--- config.mk ---
export PLATFORM = sky130hd
export DESIGN_NAME = param_calculator_flat
export DESIGN_NICKNAME = d
export VERILOG_FILES = /design/src/rtl/param_calculator_if.sv /design/src/rtl/param_calculator.sv /design/src/flat_wrapper.sv
export SDC_FILE = /design/constraint.sdc
export NUM_CORES = 1
export LEC_CHECK = 0
export ABC_AREA = 1
export BUFFER_PORTS_ARGS = -buffer_cell sky130_fd_sc_hd__buf_2
export CORE_UTILIZATION = 45
export DETAILED_ROUTE_END_ITERATION = 7
export RECOVER_POWER = 50
export SLEW_MARGIN = 25
export SYNTH_ARGS = -nofsm -noshare
export SYNTH_HDL_FRONTEND = slang
export SYNTH_SLANG_ARGS = --single-unit
export TNS_END_PERCENT = 20
--- constraint.sdc ---
create_clock -name clock -period 3.3 [get_ports clock]
set_clock_uncertainty 0.15 [all_clocks]
set_input_delay 0.66 -clock clock [delete_from_list [all_inputs] [get_ports clock]]
set_output_delay 0.66 -clock clock [all_outputs]
set_load 0.02 [all_outputs]
--- src/rtl/param_calculator_if.sv ---
// Bundle of the calculator's front-panel signals.
//   Switchs  [WIDTH+3:0] : [WIDTH-1:0] operand, [WIDTH+3:WIDTH] opcode
//   Enter, Clear         : push-button levels, asynchronous to the clock
//   Display  [WIDTH-1:0] : value shown for the current state
//   Leds     [3:0]       : state indicator
//   Busy                 : calculation in progress
//   Zero/Overflow/Error  : result flags, valid only while showing a result
// master = panel/stimulus side, slave = calculator side.
interface param_calculator_if #(
  parameter int WIDTH = 8
);
  logic [WIDTH+3:0] Switchs;
  logic             Enter;
  logic             Clear;
  logic [WIDTH-1:0] Display;
  logic [3:0]       Leds;
  logic             Busy;
  logic             Zero;
  logic             Overflow;
  logic             Error;

  modport master (
    output Switchs, Enter, Clear,
    input  Display, Leds, Busy, Zero, Overflow, Error
  );

  modport slave (
    input  Switchs, Enter, Clear,
    output Display, Leds, Busy, Zero, Overflow, Error
  );
endinterface

--- src/rtl/param_calculator.sv ---
// Push-button sequenced calculator: enter A, enter B, enter opcode, show result.
// Single-cycle ALU ops plus WIDTH-cycle shift-add multiply and restoring
// divide/modulo. Results can be chained back in as the next A.
//   clock : single clock, rising edge
//   reset : synchronous, active-high
//   bus   : param_calculator_if.slave (Switchs/Enter/Clear in,
//           Display/Leds/Busy/Zero/Overflow/Error out, all outputs registered)
module param_calculator #(
  parameter int WIDTH = 8
) (
  input  logic                clock,
  input  logic                reset,
  param_calculator_if.slave   bus
);

  localparam int CW = $clog2(WIDTH);

  typedef enum logic [2:0] {
    S_IDLE, S_WITH_A, S_WITH_B, S_CALC, S_RESULT
  } state_e;

  typedef enum logic [3:0] {
    OP_ADD = 4'd0, OP_SUB = 4'd1, OP_AND = 4'd2, OP_OR  = 4'd3,
    OP_XOR = 4'd4, OP_NOT = 4'd5, OP_SHL = 4'd6, OP_SHR = 4'd7,
    OP_MUL = 4'd8, OP_DIV = 4'd9, OP_MOD = 4'd10
  } op_e;

  // ---------------------------------------------------------------------
  // Button synchronisers and edge detectors
  // ---------------------------------------------------------------------
  logic       r_ent_s1, r_ent_s2, r_ent_d, r_ent_arm;
  logic       r_clr_s1, r_clr_s2, r_clr_d, r_clr_arm;
  logic [1:0] r_settle;
  logic       w_enter_p, w_clear_p;

  // A button only arms once its synchronised level has been seen low with
  // the synchroniser holding real samples (r_settle[1]); a button already
  // held through reset therefore needs a release before it can pulse.
  always_ff @(posedge clock) begin
    if (reset) begin
      r_ent_s1  <= 1'b0;
      r_ent_s2  <= 1'b0;
      r_ent_d   <= 1'b0;
      r_ent_arm <= 1'b0;
      r_clr_s1  <= 1'b0;
      r_clr_s2  <= 1'b0;
      r_clr_d   <= 1'b0;
      r_clr_arm <= 1'b0;
      r_settle  <= '0;
    end else begin
      r_ent_s1  <= bus.Enter;
      r_ent_s2  <= r_ent_s1;
      r_ent_d   <= r_ent_s2;
      r_ent_arm <= r_ent_arm | (r_settle[1] & ~r_ent_s2);
      r_clr_s1  <= bus.Clear;
      r_clr_s2  <= r_clr_s1;
      r_clr_d   <= r_clr_s2;
      r_clr_arm <= r_clr_arm | (r_settle[1] & ~r_clr_s2);
      r_settle  <= {r_settle[0], 1'b1};
    end
  end

  // Pulse is decoded from flops so the FSM acts on the third edge.
  assign w_enter_p = r_ent_s2 & ~r_ent_d & r_ent_arm;
  assign w_clear_p = r_clr_s2 & ~r_clr_d & r_clr_arm;

  // ---------------------------------------------------------------------
  // Datapath registers
  // ---------------------------------------------------------------------
  state_e           r_state;
  op_e              r_op;
  logic [WIDTH-1:0] r_a, r_b, r_r;
  logic [WIDTH-1:0] r_hi, r_lo;     // MUL: product hi/lo; DIV: remainder/quotient
  logic [CW-1:0]    r_cnt;
  logic             r_zero, r_ovf, r_err;
  logic [WIDTH-1:0] r_display;
  logic [3:0]       r_leds;
  logic             r_busy;

  logic [WIDTH-1:0] w_sw_val;
  op_e              w_sw_op;
  assign w_sw_val = bus.Switchs[WIDTH-1:0];
  assign w_sw_op  = op_e'(bus.Switchs[WIDTH+3:WIDTH]);

  // One shift-add multiply step and one restoring divide step.
  logic [WIDTH:0]   w_mul_sum;
  logic [WIDTH-1:0] w_mul_hi, w_mul_lo;
  logic [WIDTH+1:0] w_div_diff;
  logic [WIDTH-1:0] w_div_rem, w_div_quo;

  always_comb begin
    w_mul_sum  = {1'b0, r_hi} + (r_lo[0] ? {1'b0, r_a} : '0);
    w_mul_hi   = w_mul_sum[WIDTH:1];
    w_mul_lo   = {w_mul_sum[0], r_lo[WIDTH-1:1]};
    w_div_diff = {1'b0, r_hi, r_lo[WIDTH-1]} - {2'b00, r_b};
    if (!w_div_diff[WIDTH+1]) begin
      w_div_rem = w_div_diff[WIDTH-1:0];
      w_div_quo = {r_lo[WIDTH-2:0], 1'b1};
    end else begin
      w_div_rem = {r_hi[WIDTH-2:0], r_lo[WIDTH-1]};
      w_div_quo = {r_lo[WIDTH-2:0], 1'b0};
    end
  end

  // Result and flags as they would be captured on leaving CALC this cycle.
  logic [WIDTH:0]   w_sum;
  logic [WIDTH-1:0] w_res;
  logic             w_ovf, w_err, w_iter, w_done;

  always_comb begin
    w_sum = {1'b0, r_a} + {1'b0, r_b};
    w_res = '0;
    w_ovf = 1'b0;
    w_err = 1'b0;
    case (r_op)
      OP_ADD: begin w_res = w_sum[WIDTH-1:0]; w_ovf = w_sum[WIDTH]; end
      OP_SUB: begin w_res = r_a - r_b;        w_ovf = (r_a < r_b); end
      OP_AND: w_res = r_a & r_b;
      OP_OR:  w_res = r_a | r_b;
      OP_XOR: w_res = r_a ^ r_b;
      OP_NOT: w_res = ~r_a;
      OP_SHL: begin w_res = {r_a[WIDTH-2:0], 1'b0}; w_ovf = r_a[WIDTH-1]; end
      OP_SHR: w_res = {1'b0, r_a[WIDTH-1:1]};
      OP_MUL: begin w_res = w_mul_lo; w_ovf = |w_mul_hi; end
      OP_DIV: if (r_b == '0) w_err = 1'b1; else w_res = w_div_quo;
      OP_MOD: if (r_b == '0) w_err = 1'b1; else w_res = w_div_rem;
      default: w_err = 1'b1;
    endcase
    w_iter = (r_op == OP_MUL) || (r_op == OP_DIV) || (r_op == OP_MOD);
    w_done = !w_iter || (r_cnt == CW'(WIDTH - 1));
  end

  logic w_enter_ok, w_abort;
  assign w_enter_ok = w_enter_p & ~w_clear_p;
  assign w_abort    = (w_clear_p && (r_state != S_IDLE)) ||
                      (w_enter_p && (r_state == S_RESULT) && r_err);

  // ---------------------------------------------------------------------
  // Sequencer with registered outputs
  // ---------------------------------------------------------------------
  always_ff @(posedge clock) begin
    if (reset || w_abort) begin
      r_state   <= S_IDLE;
      r_op      <= OP_ADD;
      r_a       <= '0;
      r_b       <= '0;
      r_r       <= '0;
      r_hi      <= '0;
      r_lo      <= '0;
      r_cnt     <= '0;
      r_zero    <= 1'b0;
      r_ovf     <= 1'b0;
      r_err     <= 1'b0;
      r_display <= '0;
      r_leds    <= 4'b0001;
      r_busy    <= 1'b0;
    end else begin
      case (r_state)
        S_IDLE: if (w_enter_ok) begin
          r_a       <= w_sw_val;
          r_display <= w_sw_val;
          r_leds    <= 4'b0011;
          r_state   <= S_WITH_A;
        end
        S_WITH_A: if (w_enter_ok) begin
          r_b       <= w_sw_val;
          r_display <= w_sw_val;
          r_leds    <= 4'b0111;
          r_state   <= S_WITH_B;
        end
        S_WITH_B: if (w_enter_ok) begin
          r_op    <= w_sw_op;
          r_cnt   <= '0;
          r_hi    <= '0;
          r_lo    <= (w_sw_op == OP_MUL) ? r_b : r_a;
          r_busy  <= 1'b1;
          r_state <= S_CALC;
        end
        S_CALC: begin
          r_hi  <= (r_op == OP_MUL) ? w_mul_hi : w_div_rem;
          r_lo  <= (r_op == OP_MUL) ? w_mul_lo : w_div_quo;
          r_cnt <= r_cnt + 1'b1;
          if (w_done) begin
            r_r       <= w_res;
            r_display <= w_res;
            r_ovf     <= w_ovf;
            r_err     <= w_err;
            r_zero    <= (w_res == '0) && !w_err;
            r_busy    <= 1'b0;
            r_leds    <= 4'b1111;
            r_state   <= S_RESULT;
          end
        end
        S_RESULT: if (w_enter_ok) begin
          // Error results are handled by w_abort; this is the chaining path.
          r_a       <= r_r;
          r_b       <= '0;
          r_op      <= OP_ADD;
          r_display <= r_r;
          r_zero    <= 1'b0;
          r_ovf     <= 1'b0;
          r_err     <= 1'b0;
          r_leds    <= 4'b0011;
          r_state   <= S_WITH_A;
        end
        default: r_state <= S_IDLE;
      endcase
    end
  end

  assign bus.Display  = r_display;
  assign bus.Leds     = r_leds;
  assign bus.Busy     = r_busy;
  assign bus.Zero     = r_zero;
  assign bus.Overflow = r_ovf;
  assign bus.Error    = r_err;

endmodule

--- src/flat_wrapper.sv ---
// flat-port wrapper written by rule: the top's interface ports become plain ports
module param_calculator_flat 
#(
  parameter int WIDTH = 8
)
  (clock, reset, bus_Switchs, bus_Enter, bus_Clear, bus_Display, bus_Leds, bus_Busy, bus_Zero, bus_Overflow, bus_Error);
  param_calculator_if #(.WIDTH(WIDTH)) bus_i ();
  input  logic clock;
  input  logic reset;
  input wire logic [$bits(bus_i.Switchs)-1:0] bus_Switchs;
  input wire logic [$bits(bus_i.Enter)-1:0] bus_Enter;
  input wire logic [$bits(bus_i.Clear)-1:0] bus_Clear;
  output wire logic [$bits(bus_i.Display)-1:0] bus_Display;
  output wire logic [$bits(bus_i.Leds)-1:0] bus_Leds;
  output wire logic [$bits(bus_i.Busy)-1:0] bus_Busy;
  output wire logic [$bits(bus_i.Zero)-1:0] bus_Zero;
  output wire logic [$bits(bus_i.Overflow)-1:0] bus_Overflow;
  output wire logic [$bits(bus_i.Error)-1:0] bus_Error;
  assign bus_i.Switchs = bus_Switchs;
  assign bus_i.Enter = bus_Enter;
  assign bus_i.Clear = bus_Clear;
  assign bus_Display = bus_i.Display;
  assign bus_Leds = bus_i.Leds;
  assign bus_Busy = bus_i.Busy;
  assign bus_Zero = bus_i.Zero;
  assign bus_Overflow = bus_i.Overflow;
  assign bus_Error = bus_i.Error;
  param_calculator #(.WIDTH(WIDTH)) u_core (.clock(clock), .reset(reset), .bus(bus_i));
endmodule
# == Word-level counts from Yosys, hierarchy flattened ==
# Cells that the tools add are included.
# classes
addsub,5
mul,0
n_div,0
magnitude_cmp,1
eq_ne,23
n_shift,0
n_mux,47
bitwise_logic,18
reduce_logical,38
# ops
op,count
2-to-1 mux 8 bit,12
one-hot mux 8 bit (11 select lines),1
one-hot mux 8 bit (2 select lines),4
one-hot mux 8 bit (3 select lines),1
2-to-1 mux 4 bit,5
"equality test 4 x 3 -> 1 bit, second input constant",4
"equality test 4 bit, second input constant",4
zero test 8 bit,2
2-to-1 mux 3 bit,5
AND reduction 3 bit,5
"inequality test 2 x 1 -> 1 bit, second input constant",7
one-hot mux 3 bit (4 select lines),1
one-hot mux 4 bit (3 select lines),1
AND reduction 4 bit,3
one-hot mux 1 bit (2 select lines),5
nonzero test 2 bit,5
subtractor 9 x 8 -> 10 bit,1
adder 8 x 8 -> 9 bit,1
adder 8 x 9 -> 9 bit,1
2-to-1 mux 1 bit,9
nonzero test 3 bit,3
OR reduction 9 bit,1
bitwise AND 8 bit,1
"equality test 4 x 2 -> 1 bit, second input constant",2
other kinds (24),48
# totals
ff_bits,76
latch_bits,0
ram_bits,0
romBits,0
wordCells,156
memories,0

# == Logic depth before layout (Yosys ltp) ==
# Gate-level depths: netlist of the first run.
# logic_depth
word_depth,8
ltp_mapped,18
depth_no_buf,18

# == Worst setup path after synthesis of the first run ==
# Ideal clock, no wire load.
# synth_path
path_type,reg2reg
from,reg u_core.r_a[0]
to,reg u_core.r_zero (netlist: u_core.bus.Zero)
setup_time_ps,66
arrival_ps,2037
required_ps,3084
setup_slack_ps,1047
stages_incl_launch_ff,16
synth_period_minus_slack_ps,2253
cell_sequence,dfxtp_1 inv_1 ha_1 inv_1 fa_1 nand3_1 nand2_1 o21ai_0 a21oi_1 nor2_1 nand3_2 nor2_1 nand2_1 nor2_1 nand2_1 a21oi_2
# synth_between
elab_chain_cells,7
elab_cells_between_ends,13
classes_between,add/sub: 3; mux: 4; bitwise: 4; reduce/logical: 2
# synth_rtl
item,line_no,rtl
"start, declared",param_calculator.sv:72,"logic [WIDTH-1:0] r_a, r_b, r_r;"
"start signal, assigned",param_calculator.sv:160,r_a <= w_sw_val;
"start signal, assigned",param_calculator.sv:196,r_a <= r_r;
2-to-1 mux 8 bit,param_calculator.sv:92,"w_mul_sum = {1'b0, r_hi} + (r_lo[0] ? {1'b0, r_a} : '0);"
adder 8 x 9 -> 9 bit,param_calculator.sv:92,
one-hot mux 8 bit (11 select lines) *,param_calculator.sv:115,case (r_op)
zero test 8 bit *,param_calculator.sv:188,r_zero <= (w_res == '0) && !w_err;
logical AND 1 bit *,param_calculator.sv:188,
2-to-1 mux 1 bit *,param_calculator.sv:183,if (w_done) begin
one-hot mux 1 bit (2 select lines) *,param_calculator.sv:158,case (r_state)
"end signal, assigned",param_calculator.sv:188,
"end, declared",param_calculator.sv:75,"logic r_zero, r_ovf, r_err;"
# Mark *: on every way between the ends. The rest lies on a longest branch, timed or not. The select of a mux whose other input is x is not followed.
# A chain may end at the register's enable or synchronous reset.

# == Worst setup path after layout of the first run ==
# Same ends and word-level chain as after synthesis.

==> out/qor.yml, run 1 <==
outcome:
  status: "finished clean"
routing:
  drt_iter0_drc: 567
  antenna_left: 0
  drc: 0
  wl_mm: 20.2
  dr.pass1.iters: 8
  num_vias: 6197
  via_per_inst: 5.65
  avgRoutedWirePerCell_um: 18.4
cells_and_area:
  fin_area_um2: 6340
  drive_gt1_frac: 0.0808
  multi_input_area_um2: 3570
  final_core_util: 0.519
  nets: 986
  seq_area_um2: 1500
  fillers: 1321
  n_antenna_cell: 0
  area_delta_synth_final_pct: 10.7
synthesis:
  syn-num-nets: 956
  netlist_instances: 894
  yosys_register_bits: 75
  netlist_area_um2: 5720
  ys_async_sr_fraction: 0
  synth_cell_type_count: 48
  yosysSeqAreaShare: 0.262
  avgSynthCellArea_um2: 6.40
  ys.flop_type: "dfxtp_1"
  ys_warn_count: 0
  synth_edf_count: 0
floorplanning:
  die_y_um: 115
  core_um2: 12200
  die_width_um: 115
  fp-row-count: 40
  ios: 32
  die_area_um2: 13200
  start_util: 0.469
placed_design:
  post_dp_cell_area_um2: 6080
  gp_congestion: 0.957
  portBuffers: 30
  dp_hpwl_mm: 16.0
critical_path:
  reg2reg_depth: 15
  cp_cell_sequence: "inv_1 > ha_1 > inv_1 > fa_1 > nand3_1 > nand2_1 > o21ai_0 > a21oi_1 > nor2_1 > nand3_2 > nor2_1 > nand2_1 > nor2_1 > nand2_1 > a21oi_2"
  slowest_delay_ps: 500
  critical_path_arrival_ps: 3090
  reg2reg_slack_ps: 320
  end_kind: "register"
  critPathSlowestCell: "fa_1"
  cp_max_fo: 6
  critPathRequiredTime_ps: 3410
  r2r_start: "u_core.r_a[0]"
  r2r_end: "u_core.bus.Zero"
  setup.worst_path.class: "reg2reg"
  cp-start-kind: "register"
power:
  power_w: 0.00260
  p_int_w: 0.00175
  p_sw_w: 0.000855
  sw_frac_of_total: 0.328
  power_frac_clock: 0.377
  p_comb_frac: 0.220
  seqPwrFrac: 0.403
  power.density_nw_per_um2: 411
  power_leakage_nw: 3.09
  max-vdd-ir-drop_v: 0.000389
clocking:
  tritoncts: "built"
  postCtsResizedCells: 0
  htree_levels: 3
  holdBufCountCts: 0
  clockBufferDepth: 2
  cts_buffers: 9
  insertion_delay_ps: 340
  clkSinkCount: 75
  clock-root-buffer: "clkbuf_16"
  postCtsSetupRepairBufs: 0
  clk_pin_slew_worst_paths_ps: 60
grt:
  antenna_found_initial: 0
  grt_pass1_vias: 5910
  gr-total-overflow: 0
  grt_pass1_wl_mm: 31.7
  grt_start_max_net_pins: 35
  grt_usage: 0.321
worst_hold_path:
  hold_path_depth: 2
  min_from: "u_core.r_ent_s1"
  hold-path-endpoint: "u_core.r_ent_s2"
  hold_path_class: "reg2reg"
timing:
  post-route-period-util: 0.904
  slew_headroom: 0.412
  tns_ps: 0
  setup_viol: 0
  max_freq_mhz: 335
  hold_viol_final: 0
  worst_pin_slew_ps: 882
  rsz0062_at_grt: "false"
  slew_violations: 0
  period_minus_slack_ps: 2980
flow_run:
  cap_violations: 0
-- through the flow --
| stage | std cells | hold WS, ps | setup slack, ps |
|---|---|---|---|
| 2_1_floorplan | 894 | 238 | 1050 |
| 3_3_place_gp | 1081 | 240 | 397 |
| 3_5_place_dp | 1081 | 255 | 418 |
| 4_1_cts | 1096 | 263 | 392 |
| 5_1_grt | 1096 | 267 | 145 |
| 6_report | 1096 | 260 | 318 |
-- cells in the final DEF, fill, tap and decap left out, types with 3 or more instances in the layout --
master      Yosys  final
nand3_2         6      5
inv_1         129    131
a21oi_1        64     64
a31oi_1         7      7
o21bai_1        3      3
o21ai_0        65     65
nor2_1         84     84
nand2_2         9      9
nand2_1       212    212
buf_2           8     14
nand4_1        31     31
clkinvlp_4      0      3
nor2_2          3      3
a211oi_1       16     16
ha_1           42     42
xor2_1          7      7
inv_2           7      5
clkbuf_1       14     17
buf_4           1     15
fa_1            4      4
clkbuf_16       0      9
a221oi_1        3      3
dfxtp_1        75     75
o211ai_1        5      5
a41oi_1         4      4
o22ai_1         5      5
nand3_1        53     54
nor3_1          7      7
-- how the worst max path moves through the flow --
stage                              from               to  slack (ps)  cells past startpoint
final                     u_core.r_a[0]  u_core.bus.Zero         320                     15
after global routing      u_core.r_a[0]  u_core.bus.Zero         150                     15
after CTS                 u_core.r_a[0]  u_core.bus.Zero         390                     15
after detailed placement  u_core.r_a[0]  u_core.bus.Zero         420                     15
after global placement    u_core.r_b[2]  u_core.bus.Zero         400                     14
after floorplan           u_core.r_a[0]  u_core.bus.Zero        1050                     15
-- worst max-delay path: cells and delay by family, from the launching register on --
family / cells / cell delay, ps
simple gates: 8 / 980
fa+ha+maj: 2 / 730
buf+inv: 2 / 360
flops: 1 / 340
compound gates: 3 / 330
-- power groups by stage --
stage / Clock (W) / Combinational [W] / Sequential (W)
4_1_cts: 0.000989 / 0.000591 / 0.00105
5_1_grt: 0.00102 / 0.000632 / 0.00106
2_1_floorplan: 0 / 0.000323 / 0.00114
6_report: 0.000981 / 0.000573 / 0.00105
3_3_place_gp: 0 / 0.000586 / 0.00107
3_5_place_dp: 0 / 0.000588 / 0.00107
-- cell families after synthesis --
family,after synthesis,share of synthesized area
AO/OA/AOI/OAI,183,0.185
buffers and inverters,165,0.113
AND/OR/NAND/NOR,415,0.319
XOR/XNOR,9,0.0138
other,1,0.000655
flip-flops,75,0.262
adder cells (fa/ha/maj),46,0.106
-- synth_stat cells (4+ instances only) --
| library cell | instances | area [µm²] |
|---|---|---|
| inv_2 | 7 | 26.3 |
| a31oi_1 | 7 | 43.8 |
| o22ai_1 | 5 | 31.3 |
| ha_1 | 42 | 526 |
| nand3_1 | 53 | 265 |
| clkbuf_1 | 14 | 52.6 |
| nand3_2 | 6 | 60.1 |
| nor2_1 | 84 | 315 |
| nor3_1 | 7 | 35.0 |
| a211oi_1 | 16 | 120 |
| o211ai_1 | 5 | 37.5 |
| fa_1 | 4 | 80.1 |
| xor2_1 | 7 | 61.3 |
| a41oi_1 | 4 | 35.0 |
| nand4_1 | 31 | 194 |
| a21oi_1 | 64 | 320 |
| buf_2 | 8 | 40.0 |
| nand2_2 | 9 | 56.3 |
| dfxtp_1 | 75 | 1500 |
| o21ai_0 | 65 | 325 |
| inv_1 | 129 | 484 |
| nand2_1 | 212 | 796 |
-- cell type report --
cell class	instances	share of cell area
flip-flops and latches	75	0.237
multi-input cells	654	0.563
well taps	168	0.0332
repair buffers	47	0.0397
inverters	137	0.0811
clock inverters	6	0.0105
clock buffers	9	0.0355
-- state kept, by name, summed over array words and instances (netlist names), 2 cells and up --
register / cells
u_core.r_b: 8
u_core.r_cnt: 3
u_core.r_state: 3
u_core.r_a: 8
u_core.bus.Leds: 3
u_core.r_op: 4
u_core.bus.Display: 8
u_core.r_hi: 8
u_core.r_r: 8
u_core.r_lo: 8
u_core.r_settle: 2
-- layer usage --
metal,routed length [µm],track usage,part of all wire
met1,8870,0.423,0.44
met2,9200,0.532,0.46
met3,1510,0.0432,0.075
met4,609,0.126,0.030
met5,0,0,0
Note: power is estimated with default switching activity, not from simulation.
==> inputs of run 2 (changes only) <==
--- a/config.mk
+++ b/config.mk
@@ -8,6 +8,7 @@
 export ABC_AREA = 1
 export BUFFER_PORTS_ARGS = -buffer_cell sky130_fd_sc_hd__buf_2
 export CORE_UTILIZATION = 45
+export CTS_BUF_LIST = sky130_fd_sc_hd__clkbuf_4
 export DETAILED_ROUTE_END_ITERATION = 7
 export RECOVER_POWER = 50
 export SLEW_MARGIN = 25
==> run 2 against run 1 <==
Against the previous run: global-route usage is essentially flat; power decreased by 15%; worst setup slack got worse by 49 ps; clock power down 40%; flip-flop and latch count is the same; fmax is 1.6% lower; critical path type unchanged; critical endpoint is now u_core.r_r[7]; largest cell class unchanged.
==> out/qor.yml, run 2 (synthesis gave the netlist of run 1 again) <==
timing:
  tns_ps: 0  # unchanged
  hold_viol_final: 0  # unchanged
  whs_ps: 247  # -12.9 ps
  slew_violations: 0  # unchanged
  slew_headroom: 0.406  # -0.00656
  period_minus_slack_ps: 3030  # +48.6 ps
  rsz0062_at_grt: "false"
  worst_pin_slew_ps: 892  # +9.84 ps
  max_freq_mhz: 330  # -1.6%
  setup_viol: 0  # unchanged
  post-route-period-util: 0.918  # +0.0147
cells_and_area:
  fillers: 1336  # +1.1%
  final_cell_mix: "nand2_1 (212), inv_1 (131), nor2_1 (84)"
  final_common_cell: "nand2_1"
  nets: 986  # unchanged
  stdcell_count: 1096  # unchanged
  fin_area_um2: 6180  # -2.5%
  drive_gt1_frac: 0.0808  # unchanged
  area_delta_synth_final_pct: 7.98
  n_antenna_cell: 0  # unchanged
routing:
  avgRoutedWirePerCell_um: 18.5  # +0.55%
  num_vias: 6240  # +0.69%
  dr.pass1.iters: 5  # -3
  drc: 0  # unchanged
  wl_mm: 20.3  # +0.55%
  antenna_left: 0  # unchanged
  drt_iter0_drc: 589  # +3.9%
  via_per_inst: 5.69  # +0.69%
clocking:
  tritoncts: "built"
  htree_levels: 3  # unchanged
  clk_pin_slew_worst_paths_ps: 140  # +80 ps
  postCtsSetupRepairBufs: 0  # unchanged
  clockBufferDepth: 2  # unchanged
  insertion_delay_ps: 460  # +120 ps
  clock-root-buffer: "clkbuf_4"
  cts_buffers: 9  # unchanged
  clkSinkCount: 75  # unchanged
  holdBufCountCts: 0  # unchanged
  postCtsResizedCells: 0  # unchanged
floorplanning:
  core_um2: 12200  # unchanged
  die_y_um: 115  # unchanged
  ios: 32  # unchanged
  start_util: 0.469  # unchanged
  fp-row-count: 40  # unchanged
  die_width_um: 115  # unchanged
  die_area_um2: 13200  # unchanged
placed_design:
  post_dp_cell_area_um2: 6080  # unchanged
  portBuffers: 30  # unchanged
  gp_congestion: 0.957  # unchanged
  dp_hpwl_mm: 16.0  # unchanged
  place_inst: 1081  # unchanged
flow_run:
  cap_violations: 0  # unchanged
critical_path:
  end_kind: "register"
  cp-start-kind: "register"
  critical_path_arrival_ps: 3200  # +110 ps
  critPathRequiredTime_ps: 3470  # +60 ps
  cp_max_fo: 11  # +5
  setup.worst_path.class: "reg2reg"
grt:
  grt_usage: 0.321  # about the same
  antenna_found_initial: 0  # unchanged
  grt_pass1_vias: 5894  # -0.27%
  gr-total-overflow: 0  # unchanged
  grt_pass1_wl_mm: 31.7  # +0.13%
  grt_start_max_net_pins: 35  # unchanged
worst_hold_path:
  hold_path_class: "in2reg"
outcome:
  status: "finished clean"
power:
  power.density_nw_per_um2: 357  # -13%
  power_leakage_nw: 3.02  # -2.3%
  max-vdd-ir-drop_v: 0.000338  # -13%
[run 2: cell counts in the layout (fill, tap and decap cells not counted)]
No cell type changed its count.
[run 2: worst paths after layout]
kind                                         start            endpoint  slack, ps  cells past startpoint
worst max-delay path                 u_core.r_b[1]       u_core.r_r[7]        270                     12
worst min-delay path                     bus_Enter     u_core.r_ent_s1        250                      3
worst max register to register       u_core.r_b[1]       u_core.r_r[7]        270                     12
worst min register to register  u_core.r_settle[0]  u_core.r_settle[1]        270                      2
[run 2: through the flow]
stage	util	power, W	setup WS (ps)
finish	0.506	0.00221	270
global route	0.506	0.00231	130
CTS	0.509	0.00222	379
detailed placement	0.498	0.00165	418
global placement	0.498	0.00165	397
floorplan	-	0.00146	1050
[run 2: power breakdown]
group / internal, W / switching, W / total, W
registers: 0.000997 / 0.0000526 / 0.00105
clock network: 0.000227 / 0.000359 / 0.000586
logic: 0.000168 / 0.000405 / 0.000573
[run 2: cell type report]
cell class | instances | area [µm²] | area share
tap | 168 | 210 | 0.0340
inverter | 137 | 514 | 0.0832
multi-input combinational | 654 | 3570 | 0.577
timing repair buffer | 47 | 251 | 0.0407
sequential | 75 | 1500 | 0.243
clock buffer | 9 | 67.6 | 0.0109
clock inverter | 6 | 66.3 | 0.0107
[run 2: critical path, cell delays in order, from the launching register on]
cell and delay (ps):
dfxtp_1 490, inv_1 240, ha_1 360, nand2_1 60, nor2_2 150, nand3_4 150, nand3_2 260, nand3_1 230
nand4_1 230, nand4_1 150, or2_1 270, nand2_1 70, a21oi_1 70
[run 2: routing by layer]
layer	routed length (µm)	global-route usage
met2	9270	0.529
met3	1520	0.0427
met1	8860	0.427
met5	0	0
met4	655	0.124
